==> src/rtl/mem_stage_pkg.sv <==
// mem_stage_pkg: shared widths and FSM state encoding for the MEM pipeline stage
package mem_stage_pkg;
  localparam int DEF_DATA_W = 16;
  localparam int DEF_REG_W = 4;
  typedef enum logic [1:0] {IDLE, WAIT, HOLD} state_t;
endpackage

==> src/rtl/mem_wait_timer.sv <==
// mem_wait_timer: wait-cycle counter with clear/enable and terminal flag at MAX_WAIT-1
module mem_wait_timer #(
  parameter int MAX_WAIT = 64
) (
  input  logic clk,
  input  logic rst,
  input  logic clr,
  input  logic en,
  output logic done
);
  localparam int CW = $clog2(MAX_WAIT);
  logic [CW-1:0] cnt;
  always_ff @(posedge clk or posedge rst)
    if (rst) cnt <= '0;
    else if (clr) cnt <= '0;
    else if (en) cnt <= cnt + CW'(1);
  assign done = cnt == CW'(MAX_WAIT - 1);
endmodule

==> src/rtl/mem_access_stage.sv <==
// mem_access_stage: MEM stage driving a variable-latency req/ack data bus with stall, hold buffer and watchdog
module mem_access_stage
  import mem_stage_pkg::*;
#(
  parameter int DATA_W = DEF_DATA_W,
  parameter int REG_W = DEF_REG_W,
  parameter int MAX_WAIT = 64
) (
  input  logic              clk,
  input  logic              rst,
  input  logic              ext_stall_n,
  input  logic              mem_MemRead,
  input  logic              mem_MemWrite,
  input  logic              mem_WriteReg,
  input  logic              mem_data_mux,
  input  logic [REG_W-1:0]  mem_rd,
  input  logic [DATA_W-1:0] mem_ALU_res,
  input  logic [DATA_W-1:0] mem_wdata,
  output logic              dmem_req,
  output logic              dmem_we,
  output logic [DATA_W-1:0] dmem_addr,
  output logic [DATA_W-1:0] dmem_wdata,
  input  logic              dmem_ack,
  input  logic [DATA_W-1:0] dmem_rdata,
  output logic              out_WriteReg,
  output logic              out_data_mux,
  output logic [REG_W-1:0]  out_rd,
  output logic [DATA_W-1:0] out_ALU_res,
  output logic [DATA_W-1:0] out_data_mem,
  output logic              stall_n,
  output logic              mem_err
);
  state_t state, next;
  logic access, is_load, req, stall, complete, timeout, tmr_done, hold_to;
  logic [DATA_W-1:0] hold_reg, done_data;
  assign access = mem_MemRead | mem_MemWrite;
  assign is_load = mem_MemRead & ~mem_MemWrite;
  mem_wait_timer #(.MAX_WAIT(MAX_WAIT)) u_timer (
    .clk(clk),
    .rst(rst),
    .clr(state != WAIT || complete),
    .en(state == WAIT && !complete),
    .done(tmr_done)
  );
  always_comb begin
    next = state;
    req = 1'b0;
    stall = 1'b1;
    complete = 1'b0;
    timeout = 1'b0;
    case (state)
      IDLE: begin
        req = access;
        complete = access & dmem_ack;
        stall = ~(access & ~dmem_ack);
        next = !access ? IDLE : !dmem_ack ? WAIT : ext_stall_n ? IDLE : HOLD;
      end
      WAIT: begin
        req = 1'b1;
        timeout = ~dmem_ack & tmr_done;
        complete = dmem_ack | timeout;
        stall = complete;
        next = !complete ? WAIT : ext_stall_n ? IDLE : HOLD;
      end
      HOLD: next = ext_stall_n ? IDLE : HOLD;
      default: next = IDLE;
    endcase
  end
  // a watchdog abort returns zero data just like a store
  assign done_data = (is_load && !timeout) ? dmem_rdata : '0;
  always_ff @(posedge clk or posedge rst)
    if (rst) begin
      state <= IDLE;
      hold_reg <= '0;
      hold_to <= 1'b0;
      mem_err <= 1'b0;
    end else begin
      state <= next;
      if (complete && !ext_stall_n) begin
        hold_reg <= done_data;
        hold_to <= timeout;
      end
      if (timeout) mem_err <= 1'b1;
    end
  assign dmem_req = req & ~rst;
  assign stall_n = stall | rst;
  assign dmem_we = mem_MemWrite;
  assign dmem_addr = mem_ALU_res;
  assign dmem_wdata = mem_wdata;
  assign out_data_mem = state == HOLD ? hold_reg : complete ? done_data : '0;
  // an aborted access must not write back, including while it waits in HOLD
  assign out_WriteReg = mem_WriteReg & ~timeout & ~(state == HOLD && hold_to);
  assign out_data_mux = mem_data_mux;
  assign out_rd = mem_rd;
  assign out_ALU_res = mem_ALU_res;
endmodule

==> config.mk <==
export PLATFORM = sky130hd
export DESIGN_NAME = mem_access_stage
export DESIGN_NICKNAME = d
export VERILOG_FILES = /design/src/rtl/mem_stage_pkg.sv /design/src/rtl/mem_wait_timer.sv /design/src/rtl/mem_access_stage.sv
export SDC_FILE = /design/constraint.sdc
export NUM_CORES = 1
export LEC_CHECK = 0
export BUFFER_PORTS_ARGS = -buffer_cell sky130_fd_sc_hd__buf_2
export CORE_MARGIN = 10
export CORE_UTILIZATION = 43
export DETAILED_ROUTE_END_ITERATION = 16
export GPL_TIMING_DRIVEN = 0
export HOLD_SLACK_MARGIN = 0.15
export PLACE_DENSITY_LB_ADDON = 0.15
export SLEW_MARGIN = 25
export SYNTH_ARGS = -nofsm -noshare
export SYNTH_HDL_FRONTEND = slang
export SYNTH_SLANG_ARGS = --single-unit
==> constraint.sdc <==
create_clock -name clk -period 3.15 [get_ports clk]
set_input_delay 0.1575 -clock clk [delete_from_list [all_inputs] [get_ports clk]]
set_output_delay 0.1575 -clock clk [all_outputs]
set_load 0.01 [all_outputs]
**After elaboration in Yosys (flattened, before gate mapping)**

Index checks and enable logic that the tools add are counted.

- Register bits: 26
- Input port bits: 60
- Output and inout bits: 74
- Logic and storage cells: 50

- $add $sub $neg: 1
- Eq/ne operators: 4
- Mux-type cells: 14
- Bitwise logic cells: 16
- Reduce and logical (&&, ||, !) cells: 10

Operator list:

| kind | count |
|---|---|
| $mux 16 | 3 |
| $mux 6 | 2 |
| $mux 2 | 4 |
| $and 1x1->1 | 7 |
| $add 6x1->6 const B | 1 |
| $eq 6x6->1 const B | 1 |
| $not 1->1 | 6 |
| $pmux 1 s2 | 3 |
| $pmux 2 s3 | 1 |
| $logic_and 1x1->1 | 4 |
| $logic_not 1->1 | 3 |
| $or 1x1->1 | 3 |
| $eq 2x1->1 const B | 1 |
| $eq 2x2->1 const B | 1 |
| $logic_not 2->1 | 1 |
| $ne 2x1->1 const B | 1 |
| $reduce_bool 2->1 | 1 |
| $logic_or 1x1->1 | 1 |
| $mux 1 | 1 |

**Depth between registers and ports, before layout**

Gate-level depths: netlist of the first run.

- Depth in word-level cells: 8
- Gate-level depth with buffers: 7
- Mapped depth without buffers: 5

**Cells and area by module**

Synthesis of the first run repeated with hierarchy kept, for this count alone.

- Cells, all modules: 177
- Area total of the unflattened synthesis: 1791.7 µm²

By module, submodules not included:

| module | instances | cells each | area an instance (µm²) | seq. area each (µm²) |
|---|---|---|---|---|
| mem_access_stage | 1 | 150 | 1510.2 | 500.5 |
| mem_wait_timer | 1 | 27 | 281.5 | 150.1 |

**Worst setup path before layout of the first run**

No wires, ideal clock.

- Path type: reg2reg
- Start: register u_timer.cnt[0]
- End: register hold_reg[10]
- Setup time: 0.079 ns
- Data arrival time: 1.594 ns
- Data required time: 3.071 ns
- Path slack: 1.476 ns
- Cell stages (with the launch flop): 8
- Path buffers: 2
- Period minus slack after synthesis: 1.674 ns
- Path through: dfrtp_1 -> ha_1 -> nand2_1 -> or3_1 -> a21oi_1 -> buf_6 -> buf_12 -> mux2i_1

- Longest elaborated chain between the ends: 6
- Elaborated cells between the ends (all ways): 9
- Those cells by class: 1 x eq/ne; 3 x mux; 2 x bitwise; 3 x reduce/logical

RTL lines:

| item | line | text |
|---|---|---|
| from (decl) | mem_wait_timer.sv:12 | `logic [CW-1:0] cnt;` |
| from (signal assigned) | mem_wait_timer.sv:16 | `else if (en) cnt <= cnt + CW'(1);` |
| $eq 6x6->1 (*) | mem_wait_timer.sv:17 | `assign done = cnt == CW'(MAX_WAIT - 1);` |
| $and 1x1->1 (*) | mem_access_stage.sv:60 | `timeout = ~dmem_ack & tmr_done;` |
| $mux 1 | mem_access_stage.sv:51 | `case (state)` |
| $logic_not 1->1 | mem_access_stage.sv:70 | `assign done_data = (is_load && !timeout) ? dmem_rdata : '0;` |
| $logic_and 1x1->1 | mem_access_stage.sv:70 |  |
| $mux 16 | mem_access_stage.sv:70 |  |
| to (signal assigned) | mem_access_stage.sv:80 | `hold_reg <= done_data;` |
| to (decl) | mem_access_stage.sv:35 | `logic [DATA_W-1:0] hold_reg, done_data;` |

Mark *: on every way between the ends. The rest lies on a longest branch, timed or not.
A chain may end at the register's enable or synchronous reset.

**Worst setup path in the final report of the first run**

- Start: input port dmem_ack
- End: output port out_data_mem[8]

- Longest elaborated chain between the ends: 8
- Elaborated cells between the ends (all ways): 11
- Those cells by class: 5 x mux; 4 x bitwise; 2 x reduce/logical

RTL lines:

| item | line | text |
|---|---|---|
| from (decl) | mem_access_stage.sv:23 | `input logic dmem_ack,` |
| $not 1->1 | mem_access_stage.sv:60 |  |
| $and 1x1->1 | mem_access_stage.sv:60 |  |
| $mux 1 | mem_access_stage.sv:51 |  |
| $logic_not 1->1 | mem_access_stage.sv:70 |  |
| $logic_and 1x1->1 | mem_access_stage.sv:70 |  |
| $mux 16 | mem_access_stage.sv:70 |  |
| $mux 16 (*) (2 in series) | mem_access_stage.sv:90 | `assign out_data_mem = state == HOLD ? hold_reg : complete ? done_data : '0;` |
| to (decl) | mem_access_stage.sv:29 | `output logic [DATA_W-1:0] out_data_mem,` |

Marks and branches as above.

==> results of run 1 <==
==> stage by stage <==
| step | total power [mW] | setup slack, ps | util |
|---|---|---|---|
| 2_1_floorplan | 0.5791 | 1476 | - |
| 3_3_place_gp | 0.6759 | 1251 | 0.5780 |
| 3_5_place_dp | 0.6789 | 1233 | 0.5780 |
| 4_1_cts | 0.9770 | 901.2 | 0.6384 |
| 5_1_grt | 1.025 | 713.8 | 0.6409 |
| 6_report | 0.9655 | 910.2 | 0.6409 |
==> layout make-up <==
| cell class | instances | area share |
|---|---|---|
| buffer | 60 | 0.1762 |
| clock buffer | 3 | 0.01611 |
| clock inverter | 1 | 0.01171 |
| inverter | 21 | 0.03075 |
| multi-input combinational | 86 | 0.2294 |
| sequential | 26 | 0.2538 |
| tap | 50 | 0.02440 |
| timing repair buffer | 114 | 0.2577 |
==> cell families (layout without fill, tap and decap cells) <==
kind of cell / count (synthesis) / in the layout / share of synthesized area
simple gates: 39 / 39 / 0.09830
flops: 26 / 26 / 0.3677
mux: 17 / 17 / 0.09618
compound gates: 26 / 26 / 0.1160
xor+xnor: 3 / 3 / 0.01485
fa+ha+maj: 1 / 1 / 0.007071
buf+inv: 81 / 199 / 0.2999
==> cell usage after synthesis (2+ instances only) <==
cell type,n
o21ai_0,3
nand3_1,3
a21oi_1,3
nand2_1,21
xor2_1,2
inv_1,21
nand2b_1,2
clkbuf_1,4
or3_1,2
dfrtp_1,26
and3_1,2
a22o_1,16
buf_4,54
nor3_1,2
mux2i_1,17
nor2_1,5
==> critical path, stage by stage <==
cell,delay (ps)
dlygate4sd3_1,520
buf_2,160
and3_1,160
clkbuf_1,290
clkbuf_1,440
a22o_1,220
buf_2,140
==> power by group through the flow <==
stage | Clock [mW] | Sequential (mW) | Combinational (mW)
2_1_floorplan | 0 | 0.397 | 0.182
5_1_grt | 0.299 | 0.403 | 0.323
3_3_place_gp | 0 | 0.402 | 0.274
6_report | 0.279 | 0.396 | 0.290
3_5_place_dp | 0 | 0.402 | 0.277
4_1_cts | 0.287 | 0.396 | 0.294
==> final timing paths <==
kind / to / slack (ps)
max: out_data_mem[8] / 910
min: state[1] / 150
max reg2reg: hold_reg[10] / 1300
min reg2reg: u_timer.cnt[0] / 470
max in group asynchronous: hold_reg[13] / 2300
min in group asynchronous: u_timer.cnt[2] / 480
==> cells in the final DEF (no fill, tap or decap), types with 4 or more instances in the layout <==
| cell | n |
|---|---|
| buf_2 | 96 |
| inv_1 | 20 |
| buf_4 | 54 |
| dfrtp_1 | 26 |
| mux2i_1 | 17 |
| nand2_1 | 21 |
| nor2_1 | 5 |
| clkbuf_1 | 4 |
| a22o_1 | 16 |
| dlygate4sd3_1 | 18 |
==> metal layers <==
layer / part of all wire / track usage / vias up
met2: 0.44 / 0.2268 / 95
met4: 0.011 / 0.03653 / 0
li1: - / - / 816
met1: 0.39 / 0.1597 / 711
met5: 0 / 0 / -
met3: 0.16 / 0.07536 / 7
==> flow_summary.json, run 1 <==
{
  "status": "finished, final reports clean",
  "ir_drop_mv": 0.2403,
  "critPathLaunchType": "primary input",
  "layoutNonFillerInstCount": 361,
  "synthesis.nets": 254,
  "vias": 1629,
  "numCtsBuffers": 3,
  "fin_crit_sh": 0.7110,
  "first_iter_violations": 20,
  "nets": 373,
  "multi_input_area_um2": 588.1,
  "via_per_inst": 4.512,
  "place_inst": 339,
  "pwr-share-comb": 0.300,
  "max_clock_freq_ghz": 0.4465,
  "ys.flop_type": "dfrtp_1",
  "pwr-share-clk": 0.289,
  "die-height_um": 84.15,
  "crit_fanout": 10,
  "slew_headroom": 0.5676,
  "fillCellCount": 345,
  "syn-mean-instance-area_um2": 9.167,
  "grt_pass1_wl_um": 8535,
  "path_class": "primary input to output port",
  "yosysTopAreaCellShare": 0.3678,
  "whs_path_depth": 3,
  "grt_pass1_vias": 1693,
  "switching_share": 0.2781,
  "synth_area_leaders": "dfrtp_1 37%, buf_4 23%, mux2i_1 9.6%, a22o_1 7.9%, inv_1 4.5%",
  "rsz0062_at_grt": "false",
  "drv_cap": 0,
  "detailed_place.area_um2": 2312,
  "clock_skew_ps": 4.355,
  "worstHoldPathType": "primary input to flop",
  "drt_pass1_iterations": 4,
  "setup_tns_ps": 0,
  "largest_reg_flops": 16,
  "synth_edf_count": 0,
  "clk_path_buf_depth": 2,
  "regArea_um2": 650.6,
  "arrival_ps": 2080,
  "whs_ps": 153.3,
  "ys_ff_latch": 26,
  "drive_gt1_frac": 0.5048,
  "hold_violations": 0,
  "die_w_um": 84.15,
  "p_leak_nw": 1.386,
  "power_switching_mw": 0.2685,
  "fin_area_um2": 2564,
  "core_um2": 4000,
  "synth_area_um2": 1769,
  "cts.repair.resized": 0,
  "synthArstFlopShare": 1.000,
  "grt_remaining_overflow": 0,
  "worst_pin_slew_ps": 646.2,
  "p_int_mw": 0.6970,
  "holdCritStartpoint": "ext_stall_n",
  "diodes": 0,
  "gp_congestion": 0.7240,
  "drv_slew": 0,
  "drc": 0,
  "r2r-start": "u_timer.cnt[0]",
  "grt_max_degree": 28,
  "initial_core_util": 0.4423,
  "dieArea_um2": 7080,
  "post_cts.repair.setup_buffers": 0,
  "clk_latency_ps": 270,
  "rows": 23,
  "track_usage": 0.1411,
  "finalSetupViolations": 0,
  "reg2reg_depth": 6,
  "crit_required_ps": 2990,
  "cts-hold-fix-buffers": 17,
  "root_buffer": "clkbuf_8",
  "antenna_found_initial": 0,
  "clock-sinks": 26,
  "seqPwrFrac": 0.411,
  "dp_hpwl_um": 4128,
  "ys_types": 26,
  "wire_per_inst_um": 14.38,
  "cp-startpoint": "dmem_ack",
  "synth_cells": 193,
  "ios": 134,
  "cellPowerDensity_nw_per_um2": 376.6,
  "clk_pin_slew_ps": 90,
  "area_delta_synth_final_pct": 44.91,
  "ys_warn_count": 0,
  "postRouteAntennaNets": 0,
  "ctsHtreeMaxLevel": 1,
  "tritoncts": "yes",
  "portBuffers": 96,
  "period_needed_ps": 2240,
  "synth_seq_area_share": 0.3678,
  "routed_wl_um": 5192,
  "crit_path_end_kind": "output port",
  "yosys.area.top_type": "dfrtp_1"
}
No activity file was read; power rests on OpenSTA's default activity.
==> run 2, diff against run 1 <==
ABC_AREA = 1   (was not set)
CORE_UTILIZATION = 39   (was 43)
clock period = 2 ns   (was 3.15 ns; I/O delays follow)
==> flow_summary.json, run 2 <==
{
  "status": "finished, final reports clean",
  "synthSimpleGateAreaFrac": 0.3755,
  "crit_fanout": 10,
  "syn-mean-instance-area_um2": 7.955,
  "post-synth-top-count-cell": "nand2_1",
  "whs_ps": 158.1,
  "grt_remaining_overflow": 0,
  "ctsHtreeMaxLevel": 1,
  "antenna_found_initial": 0,
  "hold_violations": 0,
  "area_delta_synth_final_pct": 36.51,
  "layout_commonest_cell": "buf_2",
  "mostFrequentLayoutCells": "97 x buf_2, 74 x nand2_1, 57 x buf_4",
  "drv_slew": 0,
  "largest_reg_flops": 16,
  "synthesis.nets": 332,
  "core_um2": 5439,
  "synth_cells": 271,
  "grt_max_degree": 28,
  "drt_pass1_iterations": 4,
  "dieArea_um2": 8902,
  "synth_compound_area_frac": 0.01857,
  "track_usage": 0.1185,
  "critPathLaunchType": "flop",
  "clk_path_buf_depth": 2,
  "synth_mux_area_frac": 0,
  "dp_hpwl_um": 4612,
  "fillCellCount": 515,
  "root_buffer": "clkbuf_8",
  "fin_util": 0.5411,
  "ys.flop_type": "dfrtp_1",
  "initial_core_util": 0.3964,
  "synth_edf_count": 0,
  "ios": 134,
  "p_int_mw": 1.212,
  "drc": 0,
  "layoutNonFillerInstCount": 453,
  "period_needed_ps": 1898,
  "die_w_um": 94.35,
  "worst_pin_slew_ps": 575.5,
  "rows": 27,
  "finalSetupViolations": 0,
  "worstHoldPathType": "primary input to flop",
  "detailed_place.area_um2": 2726,
  "seqPwrFrac": 0.369,
  "clock_skew_ps": 3.527,
  "ir_drop_mv": 0.2809,
  "yosysTopAreaCellShare": 0.3018,
  "path_class": "flop to output port",
  "synthXorXnorAreaFrac": 0.01219,
  "portBuffers": 96,
  "clock-sinks": 26,
  "crit_required_ps": 1900,
  "die-height_um": 94.35,
  "ys_warn_count": 0,
  "gp_congestion": 0.7786,
  "pwr-share-comb": 0.392,
  "synthTopCellsByCount": "74 x nand2_1, 55 x buf_4, 26 x dfrtp_1, 24 x inv_1, 24 x nand3_1",
  "p_leak_nw": 1.714,
  "drive_gt1_frac": 0.5354,
  "tritoncts": "yes",
  "first_iter_violations": 103,
  "grt_pass1_wl_um": 8845,
  "clk_pin_slew_ps": 90,
  "fin_area_um2": 2943,
  "pwr-share-clk": 0.239,
  "max_clock_freq_ghz": 0.5270,
  "slew_headroom": 0.6158,
  "crit_path_end_kind": "output port",
  "vias": 1940,
  "fin_crit_sh": 0.9488,
  "clk_latency_ps": 270,
  "switching_share": 0.3371,
  "ys_types": 29,
  "place_inst": 439,
  "routed_wl_um": 5850,
  "synth_top_family_by_area": "simple AND/OR/NAND/NOR gates",
  "via_per_inst": 4.283,
  "wire_per_inst_um": 12.91,
  "grt_pass1_vias": 1941,
  "drv_cap": 0,
  "ys_ff_latch": 26,
  "setup_tns_ps": 0,
  "numCtsBuffers": 3,
  "yosys.area.top_type": "dfrtp_1",
  "rsz0062_at_grt": "true",
  "power_switching_mw": 0.6163,
  "synth_area_leaders": "dfrtp_1 30%, buf_4 19%, nand2_1 13%, nand3_2 6.5%, nor2_4 5.7%",
  "postRouteAntennaNets": 0,
  "synth_seq_area_share": 0.3018,
  "diodes": 0,
  "synthArstFlopShare": 1.000,
  "nets": 443,
  "synthAdderAreaFrac": 0.005804,
  "synth_area_um2": 2156,
  "arrival_ps": 1800,
  "cellPowerDensity_nw_per_um2": 621.3
}
==> run 2: cell count changes in the layout (fill, tap and decap cells not counted), sizes merged, moves of 5 or more <==
cell / change
nand2: +58
nand3: +35
nor2: +20
mux2i: -17
a22o: -16
dlygate4sd3: -10
buf: +8
inv: +5
==> run 2: final timing paths <==
kind / startpoint / end / slack [ps] / depth (start not counted)
worst max register to register: u_timer.cnt[1] / hold_reg[5] / 500 / 7
max in group asynchronous: rst / hold_reg[5] / 1180 / 3
worst min-delay path: dmem_rdata[8] / hold_reg[8] / 160 / 5
worst min register to register: mem_err / mem_err / 470 / 1
worst max-delay path: u_timer.cnt[1] / out_data_mem[5] / 100 / 9
min in group asynchronous: rst / state[0] / 450 / 3
==> run 2: power by group through the flow <==
stage	registers (mW)	logic (mW)	clock network, mW
after CTS	0.672	0.716	0.450
final	0.675	0.717	0.437
after floorplan	0.670	0.505	0
after global routing	0.686	0.793	0.475
after global placement	0.676	0.697	0
after detailed placement	0.682	0.704	0
==> run 2: worst max-delay path, cell delays in order, from the launching register on <==
cell and delay [ps]:
dfrtp_1 410, ha_4 170, nand3_4 120, o21bai_4 200, nand2_2 80, nand2_4 110
buf_6 150, nand2_1 60, nand2_1 70, buf_2 140
==> run 2: cell type report <==
| type | count | area [µm²] | share of cell area |
|---|---|---|---|
| Multi-Input combinational cell | 155 | 917.1 | 0.3117 |
| Sequential cell | 26 | 650.6 | 0.2211 |
| Timing Repair Buffer | 107 | 600.6 | 0.2041 |
| Buffer | 63 | 510.5 | 0.1735 |
| Inverter | 26 | 102.6 | 0.03486 |
| Tap cell | 72 | 90.09 | 0.03061 |
| Clock buffer | 3 | 41.29 | 0.01403 |
| Clock inverter | 1 | 30.03 | 0.01020 |
==> run 2: per-layer routing <==
layer  share of wire  track usage  vias up  routed length, µm
met1            0.39       0.1319      853               2273
met4          0.0065      0.02278        0                 38
met3            0.11      0.04124        5                624
met5               0            0        -                  0
li1                -            -      998                  -
met2            0.50       0.2134       84               2914
==> run 2: logic make-up after synthesis <==
| logic type | count (synthesis) |
|---|---|
| simple gates | 146 |
| fa+ha+maj | 1 |
| buf+inv | 90 |
| flops | 26 |
| compound gates | 5 |
| xor+xnor | 3 |
==> run 2: timing repair <==
action                     in CTS  in global routing
hold buffers                    8                  0
hold endpoints to repair       33                  0
setup endpoints to repair       0                 17
setup buffers                   0                  2
gates resized for setup         0                  5
==> run 2: through the flow <==
| stage | setup slack (ps) | power (mW) |
|---|---|---|
| detailed placement | 318.0 | 1.385 |
| global route | -16.02 | 1.954 |
| global placement | 280.1 | 1.374 |
| CTS | 16.02 | 1.837 |
| finish | 102.3 | 1.828 |
| floorplan | 577.3 | 1.175 |
==> run 3, diff against run 2 <==
PLACE_DENSITY = 0.74   (was not set)
PLACE_DENSITY_LB_ADDON = not set   (was 0.15)
==> flow_summary.json, run 3 (synthesis results as in run 2) <==
{
  "antenna_found_initial": 0,
  "path_class": "flop to output port",
  "layout_commonest_cell": "buf_2",
  "slew_headroom": 0.6391,
  "ir_drop_mv": 0.2849,
  "crit_fanout": 10,
  "drt_pass1_iterations": 4,
  "grt_pass1_wl_um": 8763,
  "cellPowerDensity_nw_per_um2": 591.4,
  "postRouteAntennaNets": 0,
  "wire_per_inst_um": 12.58,
  "nets": 436,
  "drv_cap": 0,
  "ios": 134,
  "total_power_mw": 1.664,
  "grt_pass1_vias": 1978,
  "rows": 27,
  "mostFrequentLayoutCells": "97 x buf_2, 74 x nand2_1, 56 x buf_4",
  "via_per_inst": 4.283,
  "die-height_um": 94.35,
  "crit_path_end_kind": "output port",
  "portBuffers": 96,
  "detailed_place.area_um2": 2726,
  "die_w_um": 94.35,
  "track_usage": 0.1173,
  "gp_congestion": 0.7870,
  "fin_area_um2": 2814,
  "grt_max_degree": 28,
  "numCtsBuffers": 3,
  "worst_pin_slew_ps": 540.6,
  "dieArea_um2": 8902,
  "clk_pin_slew_ps": 90,
  "worstHoldPathType": "primary input to flop",
  "fin_crit_sh": 0.9504,
  "first_iter_violations": 86,
  "status": "finished, final reports clean",
  "clk_latency_ps": 260,
  "largest_reg_flops": 16,
  "place_inst": 439,
  "core_um2": 5439,
  "drc": 0,
  "root_buffer": "clkbuf_8",
  "fillCellCount": 542,
  "tritoncts": "yes",
  "arrival_ps": 1800,
  "period_needed_ps": 1901,
  "vias": 1906,
  "drive_gt1_frac": 0.5389,
  "setup_tns_ps": 0,
  "hold_violations": 0,
  "clock-sinks": 26,
  "dp_hpwl_um": 4709,
  "crit_required_ps": 1900,
  "layoutNonFillerInstCount": 445,
  "finalSetupViolations": 0,
  "initial_core_util": 0.3964,
  "max_clock_freq_ghz": 0.5261,
  "area_delta_synth_final_pct": 30.53,
  "grt_remaining_overflow": 0,
  "clock_skew_ps": 3.851,
  "routed_wl_um": 5599,
  "whs_ps": 145.2,
  "p_leak_nw": 1.657,
  "drv_slew": 0,
  "diodes": 0,
  "clk_path_buf_depth": 2,
  "critPathLaunchType": "flop",
  "ctsHtreeMaxLevel": 1
}
## run 3: cell count changes in the layout (fill, tap and decap cells not counted), sizes merged
cell / before / now
buf: 160 / 159
bufinv: 1 / 0
dlygate4sd3: 8 / 2
## run 3: what timing repair did
action / in CTS / in global routing
resized for setup: 0 / 4
hold buffers: 2 / 0
setup buffers: 0 / 1
endpoints found under the setup margin: 0 / 17
endpoints found under the hold margin: 27 / 0
## run 3: path summary, 6_finish.rpt
kind / startpoint / to / slack, ps / depth (start not counted)
min reg2reg: mem_err / mem_err / 470 / 1
max reg2reg: u_timer.cnt[0] / hold_to / 480 / 7
min: dmem_rdata[0] / hold_reg[0] / 150 / 5
max: u_timer.cnt[0] / out_data_mem[5] / 100 / 9
min in group asynchronous: rst / mem_err / 430 / 3
max in group asynchronous: rst / hold_reg[7] / 1210 / 3
## run 3: area by class of cell
class / instances / area [µm²] / share of cell area
well taps: 72 / 90.09 / 0.03201
repair buffers: 99 / 508.0 / 0.1805
inverters: 26 / 102.6 / 0.03646
clock buffers: 3 / 41.29 / 0.01467
flip-flops and latches: 26 / 650.6 / 0.2312
plain buffers: 64 / 514.2 / 0.1827
multi-input cells: 155 / 907.1 / 0.3224
## run 3: per-layer routing
layer / wire length [µm] / vias up / track usage
li1: - / 980 / -
met1: 2127 / 851 / 0.1218
met2: 2917 / 73 / 0.2191
met3: 530 / 2 / 0.04044
met4: 23 / 0 / 0.02911
met5: 0 / - / 0
## run 3: worst max-delay path, cell delays in order, from the launching register on
cell and delay [ps]:
dfrtp_1 380, ha_2 220, nand3_4 130, o21bai_4 180, nand2_2 80, nand2_4 120, buf_6 160, nand2_1 60
nand2_1 70, buf_2 130
## run 3: power by group
part | internal (mW) | switching, mW | leakage (nW)
Combinational | 0.308 | 0.392 | 1.29
Sequential | 0.620 | 0.0553 | 0.350
Clock | 0.135 | 0.154 | 0.0216
Total | 1.06 | 0.601 | 1.66
## run 3: per-stage QoR
step	worst slack (ps)	utilization
final	99.14	0.5174
after global routing	-0.7057	0.5174
after detailed placement	299.9	0.5013
after CTS	3.261	0.5125
after global placement	317.4	0.5013
after floorplan	577.3	-
